[src/rtl/lsu_ctrl_pkg.sv]
// Shared types and encodings for the MEM-stage load/store controller.
package lsu_ctrl_pkg;

  localparam int XLEN     = 32;
  localparam int BE_WIDTH = XLEN / 8;

  localparam logic [2:0] FUNCT3_LB  = 3'b000;
  localparam logic [2:0] FUNCT3_LH  = 3'b001;
  localparam logic [2:0] FUNCT3_LW  = 3'b010;
  localparam logic [2:0] FUNCT3_LBU = 3'b100;
  localparam logic [2:0] FUNCT3_LHU = 3'b101;
  localparam logic [2:0] FUNCT3_SB  = 3'b000;
  localparam logic [2:0] FUNCT3_SH  = 3'b001;
  localparam logic [2:0] FUNCT3_SW  = 3'b010;

  typedef enum logic [1:0] {IDLE, REQ, WAIT, DONE} lsu_state_t;

  typedef enum logic [1:0] {SIZE_BYTE, SIZE_HALF, SIZE_WORD} mem_size_t;

  // Access width from funct3; unused encodings behave as word accesses.
  function automatic mem_size_t decode_size(input logic [2:0] funct3);
    case (funct3)
      FUNCT3_LB, FUNCT3_LBU: decode_size = SIZE_BYTE;
      FUNCT3_LH, FUNCT3_LHU: decode_size = SIZE_HALF;
      FUNCT3_LW:             decode_size = SIZE_WORD;
      default:               decode_size = SIZE_WORD;
    endcase
  endfunction

  // Halfwords need an even address, words a 4-byte aligned one.
  function automatic logic is_misaligned(input mem_size_t size, input logic [1:0] addr_lo);
    case (size)
      SIZE_HALF: is_misaligned = addr_lo[0];
      SIZE_WORD: is_misaligned = (addr_lo != 2'b00);
      default:   is_misaligned = 1'b0;
    endcase
  endfunction

endpackage

[src/rtl/lsu_ctrl_load_align.sv]
// Load lane extraction and sign/zero extension; purely combinational so the
// same block can sit behind a future cache read path.
module lsu_ctrl_load_align
  import lsu_ctrl_pkg::*;
(
  input  logic [XLEN-1:0] rdata,
  input  logic [1:0]      addr_lo,
  input  logic [2:0]      funct3,
  output logic [XLEN-1:0] result
);

  logic [7:0]  byte_lane;
  logic [15:0] half_lane;

  // Pick the addressed lane, then extend it according to the load type.
  always_comb begin
    // NOTE: every output of a combinational block gets a default first so no
    // path through the case statements can infer a latch.
    byte_lane = rdata[7:0];
    result    = rdata;
    case (addr_lo)
      2'd1:    byte_lane = rdata[15:8];
      2'd2:    byte_lane = rdata[23:16];
      2'd3:    byte_lane = rdata[31:24];
      default: byte_lane = rdata[7:0];
    endcase
    half_lane = addr_lo[1] ? rdata[31:16] : rdata[15:0];
    case (funct3)
      FUNCT3_LB:  result = {{(XLEN-8){byte_lane[7]}}, byte_lane};
      FUNCT3_LBU: result = {{(XLEN-8){1'b0}}, byte_lane};
      FUNCT3_LH:  result = {{(XLEN-16){half_lane[15]}}, half_lane};
      FUNCT3_LHU: result = {{(XLEN-16){1'b0}}, half_lane};
      default:    result = rdata;
    endcase
  end

endmodule

[src/rtl/lsu_ctrl.sv]
// MEM-stage load/store controller: drives the data-memory req/gnt/rvalid
// port, stalls the pipeline while an access is in flight, lane-aligns
// sub-word stores and returns extended load data.
module lsu_ctrl
  import lsu_ctrl_pkg::*;
(
  input  logic                clk,
  input  logic                rst,
  input  logic                exmemMemRead,
  input  logic                exmemMemWrite,
  input  logic [2:0]          exmemFunct3,
  input  logic [XLEN-1:0]     exmemAddr,
  input  logic [XLEN-1:0]     exmemWdata,
  output logic                memStall,
  output logic                loadDone,
  output logic [XLEN-1:0]     memRdata,
  output logic                misaligned,
  output logic                dmemReq,
  output logic                dmemWe,
  output logic [XLEN-1:0]     dmemAddr,
  output logic [BE_WIDTH-1:0] dmemBe,
  output logic [XLEN-1:0]     dmemWdata,
  input  logic                dmemGnt,
  input  logic                dmemRvalid,
  input  logic [XLEN-1:0]     dmemRdata
);

  lsu_state_t      state;
  mem_size_t       size;
  logic            is_load;
  logic            is_store;
  logic            valid_op;
  logic            bad_align;
  logic            issue;
  logic            capture;
  logic [XLEN-1:0] aligned_rdata;

  // A load wins when both read and write are flagged.
  assign is_load   = exmemMemRead;
  assign is_store  = exmemMemWrite & ~exmemMemRead;
  assign valid_op  = is_load | is_store;
  assign size      = decode_size(exmemFunct3);
  assign bad_align = valid_op & is_misaligned(size, exmemAddr[1:0]);
  assign issue     = valid_op & ~bad_align;
  assign capture   = (state == WAIT) & dmemRvalid;

  lsu_ctrl_load_align u_load_align (
    .rdata   (dmemRdata),
    .addr_lo (exmemAddr[1:0]),
    .funct3  (exmemFunct3),
    .result  (aligned_rdata)
  );

  // Stall/request decode from state and the op held in EX/MEM; reset forces both low.
  always_comb begin
    memStall = 1'b0;
    dmemReq  = 1'b0;
    if (!rst) begin
      case (state)
        IDLE: begin
          memStall = issue;
          dmemReq  = issue;
        end
        REQ: begin
          memStall = 1'b1;
          dmemReq  = 1'b1;
        end
        WAIT:    memStall = 1'b1;
        default: memStall = 1'b0;
      endcase
    end
  end

  assign misaligned = ~rst & (state == IDLE) & bad_align;
  assign dmemWe     = dmemReq & is_store;
  assign dmemAddr   = {exmemAddr[XLEN-1:2], 2'b00};

  // Store lane placement; loads enable every byte of the word.
  always_comb begin
    dmemBe    = {BE_WIDTH{1'b1}};
    dmemWdata = exmemWdata;
    if (is_store) begin
      case (exmemFunct3)
        FUNCT3_SB: begin
          dmemBe    = 4'b0001 << exmemAddr[1:0];
          dmemWdata = {4{exmemWdata[7:0]}};
        end
        FUNCT3_SH: begin
          dmemBe    = 4'b0011 << {exmemAddr[1], 1'b0};
          dmemWdata = {2{exmemWdata[15:0]}};
        end
        FUNCT3_SW: dmemBe = 4'b1111;
        default:   dmemBe = 4'b1111;
      endcase
    end
  end

  // Access sequencing: IDLE issues, REQ holds until grant, WAIT holds until data, DONE releases.
  always_ff @(posedge clk or posedge rst) begin
    // NOTE: clocked state uses non-blocking assignments so every register
    // samples pre-edge values regardless of block ordering.
    if (rst) begin
      state <= IDLE;
    end else begin
      case (state)
        IDLE: if (issue)      state <= dmemGnt ? (is_load ? WAIT : DONE) : REQ;
        REQ:  if (dmemGnt)    state <= is_load ? WAIT : DONE;
        WAIT: if (dmemRvalid) state <= DONE;
        default:              state <= IDLE;
      endcase
    end
  end

  // Load result is valid only during DONE; it reads as zero otherwise.
  always_ff @(posedge clk or posedge rst) begin
    if (rst) begin
      memRdata <= '0;
      loadDone <= 1'b0;
    end else begin
      memRdata <= capture ? aligned_rdata : '0;
      loadDone <= capture;
    end
  end

endmodule

[config.mk]
export PLATFORM = sky130hd
export DESIGN_NAME = lsu_ctrl
export DESIGN_NICKNAME = d
export VERILOG_FILES = /design/src/rtl/lsu_ctrl_pkg.sv /design/src/rtl/lsu_ctrl_load_align.sv /design/src/rtl/lsu_ctrl.sv
export SDC_FILE = /design/constraint.sdc
export NUM_CORES = 1
export LEC_CHECK = 0
export ABC_AREA = 0
export BUFFER_PORTS_ARGS = -buffer_cell sky130_fd_sc_hd__buf_2
export CORE_UTILIZATION = 39
export DETAILED_ROUTE_END_ITERATION = 8
export PLACE_DENSITY_LB_ADDON = 0.3
export SLEW_MARGIN = 10
export SYNTH_ARGS = -nofsm -noshare
export SYNTH_HDL_FRONTEND = slang
export SYNTH_SLANG_ARGS = --single-unit
export TNS_END_PERCENT = 30
[constraint.sdc]
create_clock -name clk -period 1.95 [get_ports clk]
set_input_delay 0.195 -clock clk [delete_from_list [all_inputs] [get_ports clk]]
set_output_delay 0.195 -clock clk [all_outputs]
set_load 0.01 [all_outputs]
==> metrics.yaml, run 1 <==
job:
  drv_cap: 0
pwr:
  p_clk_frac: 0.205
  leakagePower_nw: 1.80
  comb_power_share: 0.429
  max-vdd-ir-drop_uv: 499
  p_per_area_nw_per_um2: 787
  sequentialPowerShare: 0.365
  p_int_w: 0.00158
  p_sw_w: 0.000856
  sw_frac_of_total: 0.351
yosys:
  ys_seq_area_frac: 0.359
  synth_area_um2: 2440
  synth_cell_types: 34
  yosysWarnings: 0
  synthCells: 262
  synth_area_leader_cell: "dfrtp_1"
  synth_top_area_share: 0.359
  ys_ff_latch: 35
  synth.avg_cell_area_um2: 9.32
  synthTopCellsByArea: "dfrtp_1, buf_4, mux2_2"
timing:
  slew_headroom: 0.614
  report.final.slew_viol_count: 0
  timing.final.crit_share: 0.955
  fmax_mhz: 537
  tightest_slew_ns: 0.578
  setup_viol: 0
  hold_viol: 0
  rsz0062_at_grt: "no"
  finalCriticalPeriod_ns: 1.86
  setup-tns-final_ns: 0
  hold_ws_ns: 0.0623
  finClkSkew_ns: 0.00601
cts:
  cts_tree: "built"
  root_buffer: "clkbuf_8"
  cts_sinks: 35
  postCtsHoldBufs: 0
  htree_levels: 2
  clk_pin_slew_ns: 0.07
  clock_latency_ns: 0.28
  cts_made_buffers: 5
  clock_path_buffers: 2
floorplan:
  num_io_pins: 210
  coreArea_um2: 5990
  dieHeight_um: 81.1
  die_area_um2: 6580
  num_rows: 28
  initial_core_util: 0.407
  dieWidth_um: 81.1
critical_path:
  r2r_end: "state[0]"
  rr_worst_depth: 5
  reg2reg_from: "state[1]"
  startpoint: "state[0]"
  worst_setup_path_end_kind: "primary output"
  worstPathMaxFanout: 5
  rrSetupSlack_ns: 0.39
  worstPathRequired_ns: 1.75
  cpMaxStageDelayCell: "dfrtp_1"
  critical_path.endpoint: "dmemWe"
  cp-start-kind: "flip-flop"
  crit_path_max_incr_delay_ns: 0.41
  worstSetupPathType: "flip-flop to primary output"
  path_cells: "inv_2 -> ha_4 -> o21a_1 -> a21oi_2 -> nor4b_2 -> buf_2"
  arrival_ns: 1.67
detailed_routing:
  totalWireLength_um: 7580
  dr.first_iter.drc_count: 138
  final_antenna_net_count: 0
  drc_errors: 0
  wl_per_cell_um: 16.9
  dr.pass1.iters: 4
  vias_per_cell: 5.13
  via_count: 2302
placed_design:
  place_congestion: 0.883
  portBuffers: 147
  hpwl_um: 6150
finish:
  post_route_cells_drive_above_1_share: 0.524
  area_growth_pct: 27.1
  num-nets-final: 482
  seqCellArea_um2: 876
  layout.cells.most_common: "buf_2"
  final_util: 0.518
  final_cell_mix: "buf_2, dfrtp_1, nor2_1, mux2_2, a21o_1"
  fillerInstances: 572
  multi_input_area_um2: 1160
  antenna_cells: 0
grt:
  grt_pass1_vias: 2205
  grt_overflow: 0
  grt_usage: 0.228
  antenna_found_initial: 0
  grt_max_degree: 36
  grt_pass1_wl_um: 11300
status:
  status: "finished clean"
hold_path:
  hp-class: "primary input to asynchronous set/reset pin"
==> power by group through the flow <==
stage          Clock, W  Sequential [W]  Combinational [W]
2_1_floorplan         0        0.000958           0.000601
3_3_place_gp          0        0.000905           0.000933
3_5_place_dp          0        0.000908           0.000948
4_1_cts        0.000513        0.000894           0.000955
5_1_grt        0.000542        0.000903            0.00115
6_report       0.000501        0.000892            0.00105
==> critical path, delay by kind of cell, from the launching register on <==
kind / cells / cell delay, ns
compound gates: 2 / 0.27
fa+ha+maj: 1 / 0.16
simple gates: 1 / 0.28
buf+inv: 2 / 0.27
flops: 1 / 0.41
==> final cells by class <==
type / count / share of cell area
Clock inverter: 3 / 0.00484
Sequential cell: 35 / 0.282
Clock buffer: 5 / 0.0222
Multi-Input combinational cell: 156 / 0.374
Inverter: 15 / 0.0181
Tap cell: 75 / 0.0302
Timing Repair Buffer: 160 / 0.269
==> through the flow <==
| step | cell area [µm²] | setup slack [ns] | total power [W] | instances |
|---|---|---|---|---|
| 2_1_floorplan | 2440 | 0.284 | 0.00156 | 263 |
| 5_1_grt | 3100 | 0.00333 | 0.00259 | 449 |
| 4_1_cts | 3060 | 0.00294 | 0.00236 | 446 |
| 3_5_place_dp | 2970 | 0.267 | 0.00186 | 438 |
| 3_3_place_gp | 2970 | 0.282 | 0.00184 | 438 |
| 6_report | 3100 | 0.0880 | 0.00244 | 449 |
==> logic make-up (layout without fill, tap and decap cells) <==
| group | Yosys count | in the layout | synth area share |
|---|---|---|---|
| DFF | 35 | 35 | 0.359 |
| AOI/OAI and AO/OA | 71 | 71 | 0.212 |
| buffers and inverters | 72 | 183 | 0.179 |
| adders and majority gates | 4 | 4 | 0.0205 |
| other | 1 | 2 | 0.00154 |
| muxes | 28 | 28 | 0.130 |
| and+or+nand+nor | 51 | 51 | 0.0979 |
==> state kept, by name (all words and copies together), names as in the netlist <==
register  flops
loadDone      1
memRdata     32
state         2
==> what timing repair did <==
| item | CTS | global route |
|---|---|---|
| endpoints found under the setup margin | 1 | 1 |
| cloned | 0 | 0 |
| setup buffers | 0 | 3 |
| gates resized for setup | 1 | 5 |
| pin swaps | 0 | 1 |
| hold endpoints to repair | 0 | 0 |
==> worst min-delay path by stage <==
stage                   from  cells past startpoint  slack [ns]           end
2_1_floorplan  dmemRdata[21]                      1        0.31  memRdata[21]
3_3_place_gp             rst                      3        0.38      state[1]
3_5_place_dp             rst                      3        0.38      state[1]
4_1_cts                  rst                      3        0.08      state[1]
5_1_grt                  rst                      3        0.11      state[1]
6_report                 rst                      3        0.06      state[1]
==> synthesized netlist by cell type (all sizes together) <==
master,n
mux2,19
a311oi,1
a2111oi,1
dfrtp,35
inv,15
and3,1
o21ai,4
a221oi,7
nor2,21
o21a,3
o211ai,7
nor3b,2
nand2,14
mux2i,8
ha,4
nor3,3
a21oi,15
nor2b,1
mux4,1
buf,47
o2bb2ai,1
or2b,1
nand2b,5
nor4,1
clkbuf,10
nor4b,2
o221ai,8
conb,1
a21o,17
o22ai,7
==> metal layers <==
| layer | GRT usage | wire (µm) |
|---|---|---|
| met5 | 0 | 0 |
| met4 | 0.0714 | 136 |
| met3 | 0.0663 | 653 |
| met2 | 0.404 | 3810 |
| met1 | 0.262 | 2980 |
Note: power is estimated with default switching activity, not from simulation.
==> run 2: changes to the inputs <==
clock period = 2 ns   (was 1.95 ns; I/O delays follow)
==> run 2 against run 1 <==
Effect of this change: clock power rose by 32%; sequential power decreased by 2%; total power grew 2.4%; worst hold slack gained 0.0035 ns; non-clock buffer count down 3; global-route usage shrank 0.083 points; register-to-register slack better by 0.03 ns; design area increased by 0.24%; sequential cell count did not move; first-iteration DRC count decreased by 30%; die area unchanged; combinational power down 8%; critical endpoint unchanged; highest routed layer unchanged.
==> metrics.yaml, run 2 (same netlist as run 1, synthesis figures left out) <==
status:
  status: "finished clean"
detailed_routing:
  vias_per_cell: 5.21
  via_count: 2322
  wl_per_cell_um: 17.1
  dr.pass1.iters: 4
  final_antenna_net_count: 0
  totalWireLength_um: 7640
  drc_errors: 0
  dr.first_iter.drc_count: 96
critical_path:
  r2r_end: "state[0]"
  worstPathMaxFanout: 5
  worstSetupPathType: "flip-flop to primary output"
  rrSetupSlack_ns: 0.42
  worstPathRequired_ns: 1.80
  critical_path.endpoint: "dmemWe"
  arrival_ns: 1.64
  worst_setup_path_end_kind: "primary output"
  startpoint: "state[1]"
  rr_worst_depth: 5
  cp-start-kind: "flip-flop"
  reg2reg_from: "state[0]"
cts:
  cts_tree: "built"
  cts_resized: 0
  root_buffer: "clkbuf_8"
  htree_levels: 2
  cts_made_buffers: 5
  cts_setup_buffers: 0
  clock_path_buffers: 2
  clock_latency_ns: 0.28
  cts_sinks: 35
  clk_pin_slew_ns: 0.07
  postCtsHoldBufs: 0
placed_design:
  portBuffers: 147
  pre_cts_ws_ns: 0.307
  place_congestion: 0.869
  hpwl_um: 6220
floorplan:
  num_io_pins: 210
  initial_core_util: 0.407
  dieWidth_um: 81.1
  die_area_um2: 6580
  num_rows: 28
  coreArea_um2: 5990
  dieHeight_um: 81.1
finish:
  largest_register: "memRdata"
  post_route_cells_drive_above_1_share: 0.515
  reg_top3: "memRdata: 32 flops, state: 2 flops, loadDone: 1 flops"
  antenna_cells: 0
  final_cell_mix: "buf_2, dfrtp_1, nor2_1, mux2_2, a21o_1"
  layout.cells.most_common: "buf_2"
  area_growth_pct: 27.4
  largest_reg_flops: 32
  num-nets-final: 479
  final_util: 0.519
hold_path:
  hp-class: "primary input to asynchronous set/reset pin"
timing:
  finalCriticalPeriod_ns: 1.84
  worst_slack_ns: 0.161
  fmax_mhz: 544
  setup-tns-final_ns: 0
  tightest_slew_ns: 0.566
  hold_viol: 0
  timing.final.crit_share: 0.920
  finClkSkew_ns: 0.00280
  slew_headroom: 0.623
  setup_viol: 0
  rsz0062_at_grt: "no"
  hold_ws_ns: 0.0657
  report.final.slew_viol_count: 0
grt:
  grt_overflow: 0
  grt_usage: 0.227
  grt_pass1_wl_um: 11300
  antenna_found_initial: 0
  grt_max_degree: 36
  grt_pass1_vias: 2183
pwr:
  leakagePower_nw: 1.80
  p_per_area_nw_per_um2: 803
  max-vdd-ir-drop_uv: 449
job:
  drv_cap: 0
[run 2: through the flow]
stage                     instances  total power, W  cell area (µm²)
after global routing            446         0.00264             3110
after CTS                       446         0.00248             3090
after global placement          438         0.00179             2970
after detailed placement        438         0.00182             2970
final                           446         0.00250             3110
after floorplan                 263         0.00152             2440
[run 2: worst min path at each step]
stage,end,cells past startpoint
finish,memRdata[15],3
global route,state[1],3
CTS,state[1],3
detailed placement,state[1],3
global placement,state[1],3
floorplan,memRdata[21],1
[run 2: layout make-up]
class / instances / area, µm²
well taps: 75 / 93.8
clock inverters: 2 / 35.0
flip-flops and latches: 35 / 876
repair buffers: 157 / 811
clock buffers: 6 / 82.6
inverters: 15 / 56.3
multi-input cells: 156 / 1160
fillers: 592 / 2880
[run 2: per-layer routing]
layer / vias to the layer above / routed length [µm] / global-route usage
met2: 127 / 3900 / 0.414
met1: 1092 / 2950 / 0.256
met4: 0 / 111 / 0.0625
met3: 11 / 676 / 0.0629
li1: 1092 / - / -
met5: - / 0 / 0
[run 2: critical path, stage by stage, from the launching register on]
cell,delay [ns]
dfrtp_1,0.41
inv_1,0.12
ha_4,0.17
o21a_1,0.16
a21oi_1,0.10
nor4b_2,0.21
buf_2,0.18
[run 2: where the power goes]
part / switching (W) / internal [W] / leakage [nW] / total [W]
clock: 0.000257 / 0.000403 / 0.0612 / 0.000660
sequential: 0.0000469 / 0.000825 / 0.476 / 0.000872
combinational: 0.000523 / 0.000443 / 1.27 / 0.000966
==> run 3: changes to the inputs <==
RECOVER_POWER = 25   (was not set)
==> run 3 against run 2 <==
Effect of this change: clock power barely moved; combinational power hardly changed; largest power group unchanged; critical path type unchanged; critical path depth stayed put; global-route usage stayed put; clock skew about the same; register-to-register slack hardly changed; clock-buffer cell count is the same; sequential power barely moved; sequential cell count unchanged; final cell count unchanged.
==> metrics.yaml, run 3 (same netlist as run 1, synthesis figures left out) <==
status:
  status: "finished clean"
pwr:
  p_sw_w: 0.000828
  p_int_w: 0.00167
  p_clk_frac: 0.265
  comb_power_share: 0.386
  leakagePower_nw: 1.80
  max-vdd-ir-drop_uv: 449
  p_per_area_nw_per_um2: 804
  sw_frac_of_total: 0.331
  sequentialPowerShare: 0.349
grt:
  grt_max_degree: 36
  grt_usage: 0.227
  grt_pass1_vias: 2183
  grt_overflow: 0
  grt_pass1_wl_um: 11300
  antenna_found_initial: 0
floorplan:
  initial_core_util: 0.407
  num_rows: 28
  coreArea_um2: 5990
  num_io_pins: 210
  dieHeight_um: 81.1
  die_area_um2: 6580
  dieWidth_um: 81.1
finish:
  num-nets-final: 479
  layout.cells.most_common: "buf_2"
  area_growth_pct: 27.3
  fillerInstances: 593
  post_route_cells_drive_above_1_share: 0.512
  final_cell_mix: "buf_2, dfrtp_1, nor2_1, mux2_2, a21o_1"
  final_cells: 446
  largest_reg_flops: 32
  reg_top3: "memRdata: 32 flops, state: 2 flops, loadDone: 1 flops"
  largest_register: "memRdata"
  antenna_cells: 0
critical_path:
  cpMaxStageDelayCell: "dfrtp_1"
  critPathBufInv: 2
  crit_path_max_incr_delay_ns: 0.42
  path_cells: "inv_1 -> ha_4 -> o21a_1 -> a21oi_1 -> nor4b_2 -> buf_2"
  arrival_ns: 1.64
  worst_setup_path_end_kind: "primary output"
  cp-start-kind: "flip-flop"
  worstPathRequired_ns: 1.80
  worstSetupPathType: "flip-flop to primary output"
  path_delay_family: "flip-flops"
  worstPathMaxFanout: 5
hold_path:
  hp-class: "primary input to flip-flop"
timing:
  hold_ws_ns: 0.138
  fmax_mhz: 543
  finClkSkew_ns: 0.00325
  worst_slack_ns: 0.158
  timing.final.crit_share: 0.921
  rsz0062_at_grt: "no"
  setup_viol: 0
  slew_headroom: 0.433
  setup-tns-final_ns: 0
  finalCriticalPeriod_ns: 1.84
  tightest_slew_ns: 0.851
  hold_viol: 0
  report.final.slew_viol_count: 0
placed_design:
  dp.cells: 438
  place_congestion: 0.869
  hpwl_um: 6220
  pre_cts_ws_ns: 0.307
  portBuffers: 147
cts:
  cts_sinks: 35
  clock_latency_ns: 0.29
  cts_made_buffers: 5
  clk_pin_slew_ns: 0.07
  clock_path_buffers: 2
  htree_levels: 2
  root_buffer: "clkbuf_8"
  cts_tree: "built"
job:
  drv_cap: 0
detailed_routing:
  via_count: 2325
  vias_per_cell: 5.21
  totalWireLength_um: 7640
  final_antenna_net_count: 0
  drc_errors: 0
  wl_per_cell_um: 17.1
  dr.first_iter.drc_count: 94
  dr.pass1.iters: 4
run 3: final timing paths:
path                       slack (ns)  cells past startpoint           from            to
setup reg to reg                 0.42                      5       state[0]      state[0]
max in group asynchronous        1.22                      3            rst  memRdata[11]
hold / removal                   0.14                      2  dmemRdata[22]  memRdata[22]
setup / recovery                 0.16                      6       state[1]        dmemWe
hold reg to reg                  0.59                      1       state[1]      state[1]
min in group asynchronous        0.24                      3            rst      state[1]
run 3: layer usage:
metal | up-vias | global-route usage | wire [µm]
met5 | - | 0 | 0
met4 | 0 | 0.0625 | 111
met3 | 11 | 0.0629 | 677
met2 | 129 | 0.414 | 3900
met1 | 1093 | 0.256 | 2950
li1 | 1092 | - | -
run 3: timing repair:
action / 4_1_cts / 5_1_grt
resized for setup: 0 / 4
setup endpoints to repair: 0 / 1
hold buffers: 0 / 0
buffers inserted: 0 / 0
run 3: power groups by stage:
stage	clock network, W	logic, W	registers (W)
3_5_place_dp	0	0.000932	0.000887
3_3_place_gp	0	0.000913	0.000882
4_1_cts	0.000668	0.000936	0.000873
2_1_floorplan	0	0.000586	0.000934
6_report	0.000661	0.000965	0.000872
5_1_grt	0.000692	0.00106	0.000887
run 3: stage by stage:
step / utilization / instance area, µm² / total power (W)
6_report: 0.519 / 3110 / 0.00250
5_1_grt: 0.519 / 3110 / 0.00264
4_1_cts: 0.516 / 3090 / 0.00248
3_5_place_dp: 0.496 / 2970 / 0.00182
3_3_place_gp: 0.496 / 2970 / 0.00179
2_1_floorplan: - / 2440 / 0.00152
run 3: area by class of cell:
class / count / area, µm² / area share
multi-input combinational: 156 / 1160 / 0.372
sequential: 35 / 876 / 0.282
timing repair buffer: 157 / 807 / 0.260
tap: 75 / 93.8 / 0.0302
clock buffer: 6 / 82.6 / 0.0266
inverter: 15 / 56.3 / 0.0181
clock inverter: 2 / 35.0 / 0.0113
